[src/rtl/sev_seg_pkg.sv]
// Shared 7-segment constants: active-low hex segment table and a polarity helper.
package sev_seg_pkg;

  // Segment order is {g,f,e,d,c,b,a}; a 0 lights the segment.
  localparam logic [6:0] SEG_OFF = 7'b1111111;

  localparam logic [6:0] SEG_NUM [0:15] = '{
    7'b1000000, // 0
    7'b1111001, // 1
    7'b0100100, // 2
    7'b0110000, // 3
    7'b0011001, // 4
    7'b0010010, // 5
    7'b0000010, // 6
    7'b1111000, // 7
    7'b0000000, // 8
    7'b0010000, // 9
    7'b0001000, // A
    7'b0000011, // b
    7'b1000110, // C
    7'b0100001, // d
    7'b0000110, // E
    7'b0001110  // F
  };

  // Table is native active-low; flip it for active-high boards.
  function automatic logic [6:0] seg_pol(input logic [6:0] seg, input bit active_low);
    return active_low ? seg : ~seg;
  endfunction

endpackage

[src/rtl/sev_seg_scan_tick.sv]
// Digit-slot prescaler: counts 0..DIV-1 and flags the last count of each slot.
module sev_seg_scan_tick #(
  parameter int DIV = 50000
) (
  input  logic clk,
  input  logic rst_n,
  output logic tick_o
);

  localparam int CW = (DIV > 1) ? $clog2(DIV) : 1;
  localparam logic [CW-1:0] LAST = CW'(DIV - 1);

  logic [CW-1:0] cnt_q, cnt_d;

  assign tick_o = (cnt_q == LAST);
  assign cnt_d  = tick_o ? '0 : cnt_q + 1'b1;

  // Free-running slot counter, wraps at DIV-1.
  always_ff @(posedge clk) begin
    if (!rst_n) cnt_q <= '0;
    else        cnt_q <= cnt_d;
  end

endmodule

[src/rtl/sev_seg_scan_drv.sv]
// Time-multiplexed hex 7-segment driver with a shadow/display double buffer.
// Shadow data is committed to the display only at frame ends so a frame never
// mixes old and new digits. Optional leading-zero suppression is built when
// SEV_SEG_LZ_BLANK_EN is defined (adds the lz_en input).
module sev_seg_scan_drv
  import sev_seg_pkg::*;
#(
  parameter int N_DIGITS    = 4,
  parameter int REFRESH_DIV = 50000,
  parameter int ACTIVE_LOW  = 1
) (
  input  logic                  clk,
  input  logic                  rst_n,
  input  logic                  load,
  input  logic [4*N_DIGITS-1:0] value,
  input  logic [N_DIGITS-1:0]   blank_mask,
  input  logic [N_DIGITS-1:0]   dp_mask,
`ifdef SEV_SEG_LZ_BLANK_EN
  input  logic                  lz_en,
`endif
  output logic [6:0]            seg_out,
  output logic                  dp_out,
  output logic [N_DIGITS-1:0]   an_out,
  output logic                  frame_done,
  output logic                  pending
);

  localparam int IW = (N_DIGITS > 1) ? $clog2(N_DIGITS) : 1;
  localparam logic [IW-1:0] LAST = IW'(N_DIGITS - 1);
  localparam bit AL = (ACTIVE_LOW != 0);

  logic                  tick;
  logic [IW-1:0]         idx_q, idx_d;
  logic [4*N_DIGITS-1:0] shd_val_q, dsp_val_q;
  logic [N_DIGITS-1:0]   shd_blk_q, dsp_blk_q, shd_dp_q, dsp_dp_q;
  logic                  pending_q;
  logic [6:0]            seg_q, seg_d;
  logic                  dp_q, dp_lit;
  logic [N_DIGITS-1:0]   an_q, oh_d;
  logic [3:0]            nib;
  logic                  lz_sup, dark;

  sev_seg_scan_tick #(.DIV(REFRESH_DIV)) u_tick (
    .clk    (clk),
    .rst_n  (rst_n),
    .tick_o (tick)
  );

  assign frame_done = tick && (idx_q == LAST);
  assign pending    = pending_q;
  assign idx_d      = (idx_q == LAST) ? '0 : idx_q + 1'b1;

  // Digit index steps once per slot.
  always_ff @(posedge clk) begin
    if (!rst_n)    idx_q <= '0;
    else if (tick) idx_q <= idx_d;
  end

  // Shadow capture and frame-boundary commit; a load on the boundary bypasses the shadow.
  always_ff @(posedge clk) begin
    if (!rst_n) begin
      shd_val_q <= '0; shd_blk_q <= '0; shd_dp_q <= '0;
      dsp_val_q <= '0; dsp_blk_q <= '0; dsp_dp_q <= '0;
      pending_q <= 1'b0;
    end else begin
      if (load) begin
        shd_val_q <= value; shd_blk_q <= blank_mask; shd_dp_q <= dp_mask;
      end
      if (frame_done) begin
        if (load) begin
          dsp_val_q <= value; dsp_blk_q <= blank_mask; dsp_dp_q <= dp_mask;
        end else if (pending_q) begin
          dsp_val_q <= shd_val_q; dsp_blk_q <= shd_blk_q; dsp_dp_q <= shd_dp_q;
        end
        pending_q <= 1'b0;
      end else if (load) begin
        pending_q <= 1'b1;
      end
    end
  end

`ifdef SEV_SEG_LZ_BLANK_EN
  // Suppress the current digit if it and every higher digit are zero; digit 0 always shows.
  always_comb begin
    logic zrun;
    zrun   = 1'b1;
    lz_sup = 1'b0;
    for (int k = N_DIGITS - 1; k >= 1; k--) begin
      zrun = zrun && (dsp_val_q[4*k +: 4] == 4'h0);
      if (lz_en && zrun && (idx_q == IW'(k))) lz_sup = 1'b1;
    end
  end
`else
  assign lz_sup = 1'b0;
`endif

  // Decode the selected digit in native polarity; a dark digit drives nothing.
  always_comb begin
    nib    = dsp_val_q[{idx_q, 2'b00} +: 4];
    dark   = dsp_blk_q[idx_q] | lz_sup;
    seg_d  = dark ? SEG_OFF : SEG_NUM[nib];
    dp_lit = !dark && dsp_dp_q[idx_q];
    oh_d   = '0;
    if (!dark) oh_d[idx_q] = 1'b1;
  end

  // Output registers: seg, dp and anode all move on the same edge to avoid ghosting.
  always_ff @(posedge clk) begin
    if (!rst_n) begin
      seg_q <= seg_pol(SEG_OFF, AL);
      dp_q  <= AL;
      an_q  <= {N_DIGITS{AL}};
    end else begin
      seg_q <= seg_pol(seg_d, AL);
      dp_q  <= AL ? ~dp_lit : dp_lit;
      an_q  <= AL ? ~oh_d : oh_d;
    end
  end

  assign seg_out = seg_q;
  assign dp_out  = dp_q;
  assign an_out  = an_q;

endmodule

[config.mk]
export PLATFORM = sky130hd
export DESIGN_NAME = sev_seg_scan_drv
export DESIGN_NICKNAME = d
export VERILOG_FILES = /design/src/rtl/sev_seg_pkg.sv /design/src/rtl/sev_seg_scan_tick.sv /design/src/rtl/sev_seg_scan_drv.sv
export SDC_FILE = /design/constraint.sdc
export NUM_CORES = 1
export LEC_CHECK = 0
export ABC_CLOCK_PERIOD_IN_PS = 5920
export BUFFER_PORTS_ARGS = -buffer_cell sky130_fd_sc_hd__buf_2
export CELL_PAD_IN_SITES_DETAIL_PLACEMENT = 0
export CELL_PAD_IN_SITES_GLOBAL_PLACEMENT = 1
export CORE_ASPECT_RATIO = 0.5
export CORE_MARGIN = 2
export CORE_UTILIZATION = 49
export DETAILED_ROUTE_END_ITERATION = 16
export PLACE_DENSITY = 0.9
export SLEW_MARGIN = 20
export SYNTH_ARGS = -nofsm -noshare
export SYNTH_HDL_FRONTEND = slang
export SYNTH_SLANG_ARGS = --single-unit
[constraint.sdc]
create_clock -name clk -period 5.92 [get_ports clk]
set_input_delay 1.776 -clock clk [delete_from_list [all_inputs] [get_ports clk]]
set_output_delay 1.776 -clock clk [all_outputs]
set_load 0.01 [all_outputs]
==> results.json <==
{
  "synth_top_flop_cell": "dfxtp_1",
  "grt-ovfl-total": 0,
  "hold_buffers": 0,
  "critPathMaxFanout": 26,
  "drtIter0Drc": 131,
  "final_util_pct": 58.4,
  "syn_area_um2": 3410,
  "startpoint_type": "input pin",
  "grt_antenna_before_repair": 1,
  "crit_arrival_ns": 4.14,
  "dp_slack_ns": 1.70,
  "ys_top_cells_by_count": "79 x dfxtp_1, 29 x nand3_1, 27 x nor2b_1",
  "synth.avg_cell_area_um2": 10.6,
  "synth-edff-count": 0,
  "routed_wl_um": 6240,
  "tns_ns": 0,
  "final.min_clock_period_ns": 3.87,
  "rr_startpoint": "idx_q[0]",
  "cts-root-buf": "clkbuf_16",
  "synth_seq_cells": 79,
  "detail-route-antenna-nets": 0,
  "maxCapViolCount": 0,
  "drv_slew": 0,
  "finalClockSkew_ns": 0.00477,
  "p_per_area_nw_per_um2": 304,
  "via_count": 2396,
  "htreeDepth": 3,
  "crit_path_max_incr_delay_ns": 0.79,
  "ir_drop_mv": 0.144,
  "max_freq_mhz": 259,
  "worstRegToRegCells": 4,
  "fp.dieArea_um2": 7670,
  "cts_tree": "yes",
  "worst_slew_pin_slew_ns": 0.850,
  "gp_congestion": 0.829,
  "rows": 21,
  "core_um2": 6700,
  "cts_buffer_depth": 2,
  "hold_viol_final": 0,
  "portBuffers": 40,
  "clock_latency_ns": 0.34,
  "first_global_vias": 2382,
  "leakagePower_nw": 1.85,
  "syn_to_final_growth_pct": 14.8,
  "rsz0062_at_grt": "no",
  "synth.most_common_cell": "dfxtp_1",
  "synthTopCellsByArea": "dfxtp_1 46%, mux2i_1 7.6%, o211a_1 7.3%, nor2b_1 5.0%, nand3_1 4.3%",
  "synthArstFlopShare_pct": 0,
  "post_cts_buffers": 0,
  "cp-end-kind": "flop",
  "fin_crit_sh_pct": 65.3,
  "track_usage_pct": 18.1,
  "synth_top_area_share_pct": 46.4,
  "num_antenna_cells": 0,
  "avgViaCountPerCell": 5.36,
  "dp_cells": 431,
  "pin_count": 41,
  "die_x_um": 122,
  "crit_chain": "buf_2 > o21a_1 > and2_1 > o211a_1",
  "cp_slowest_cell": "and2_1",
  "maxSlewHeadroom_pct": 43.3,
  "r2r_slack_ns": 3.18,
  "synth.distinct_cells": 37,
  "critical_path_class": "in -> reg",
  "synth_top_area_cell": "dfxtp_1",
  "grt_start_max_net_pins": 54,
  "finalWorstSetupSlack_ns": 2.05,
  "ys_warn_count": 0,
  "clk_pin_slew_ns": 0.06,
  "hold_end": "u_tick.cnt_q[0]",
  "cts_sinks": 79,
  "drt-wirelength-per-cell_um": 14.0,
  "fin_cells": 447,
  "dp_hpwl_um": 4180,
  "finalNetCount": 388,
  "status": "finished clean",
  "hp-start": "u_tick.cnt_q[0]",
  "start_util_pct": 50.8,
  "ctsResizeCount": 0,
  "final_layout_size_suffix_gt1_share_pct": 17.5,
  "cts_made_buffers": 9,
  "holdPathStages": 1,
  "grt_pass1_wl_um": 10700,
  "rr_endpoint": "dsp_val_q[9]",
  "drc": 0,
  "setup_viol": 0,
  "cp.required_ns": 6.20,
  "hold_class": "reg -> reg",
  "synthesis.nets": 360,
  "synth_cells": 322,
  "yosysSeqAreaShare_pct": 46.4,
  "firstDrtPassIters": 6,
  "die_y_um": 63.0
}
==> cell type report <==
cell class,count,area [um2]
Clock buffer,9,225
Fill cell,589,2790
Inverter,9,33.8
Timing Repair Buffer,41,208
Tap cell,92,115
Sequential cell,79,1580
Multi-Input combinational cell,210,1650
Clock inverter,7,95.1
==> critical path: cells and delay by family <==
kind	cells	cell delay, ns
AO/OA/AOI/OAI	2	0.99
buffers and inverters	1	0.57
AND/OR/NAND/NOR	1	0.79
==> cell families after synthesis <==
group           share of synthesized area, %
flops                                   46.4
xor+xnor                                3.34
compound gates                          11.1
buf+inv                                 5.03
simple gates                            18.0
fa+ha+maj                               4.04
mux                                     12.0
==> flip-flops by register name, summed over array words and instances (netlist names), 7 cells and up <==
signal and flops:
seg_out 7, shd_val_q 16, u_tick.cnt_q 16, dsp_val_q 16
==> layer usage <==
layer / vias up / GRT usage [%] / part of all wire [%] / wire length, um
li1: 1201 / - / - / -
met1: 1138 / 21.0 / 46 / 2840
met2: 43 / 29.9 / 47 / 2930
met3: 14 / 6.57 / 5.7 / 358
met4: 0 / 8.33 / 1.7 / 106
met5: - / 0 / 0 / 0
==> report_power, final <==
| group | switching, mW | total [mW] | internal, mW |
|---|---|---|---|
| Sequential | 0.00511 | 0.551 | 0.546 |
| Combinational | 0.0282 | 0.0518 | 0.0236 |
| Clock | 0.214 | 0.584 | 0.370 |
==> cell usage in the layout, fill, tap and decap left out, types with 2 or more instances in the layout <==
cell type,instances
o21ai_1,2
nand3_1,29
and2_1,3
mux4_2,2
mux2i_1,26
nor2_1,20
o221ai_1,4
inv_6,2
clkbuf_16,9
xnor2_1,5
nand2_1,9
a21oi_1,3
bufinv_16,2
nand4_1,6
buf_2,40
inv_1,9
nor4b_1,4
nand2b_1,2
dfxtp_1,79
xor2_1,8
mux4_1,4
and4_1,4
o211ai_1,2
and3_1,3
clkinv_2,2
nor2b_1,27
o21a_1,2
ha_1,11
o211a_1,25
==> metrics by stage <==
stage                     power [mW]  hold WS, ns  cell area (um2)
final                           1.19        0.452             3910
after global placement         0.613        0.440             3590
after floorplan                0.598        0.426             3410
after CTS                       1.20        0.457             3910
after global routing            1.23        0.485             3910
after detailed placement       0.616        0.443             3590
==> how the worst max path moves through the flow <==
| stage | slack, ns | end | cells after the start | startpoint |
|---|---|---|---|---|
| 3_5_place_dp | 1.70 | dsp_dp_q[1] | 4 | load |
| 3_3_place_gp | 1.85 | dsp_val_q[14] | 4 | load |
| 6_report | 2.05 | dsp_val_q[9] | 4 | load |
| 2_1_floorplan | 2.79 | frame_done | 5 | u_tick.cnt_q[0] |
| 5_1_grt | 1.84 | dsp_val_q[9] | 4 | load |
| 4_1_cts | 2.06 | frame_done | 6 | u_tick.cnt_q[0] |
(Power assumes the default switching activity.)
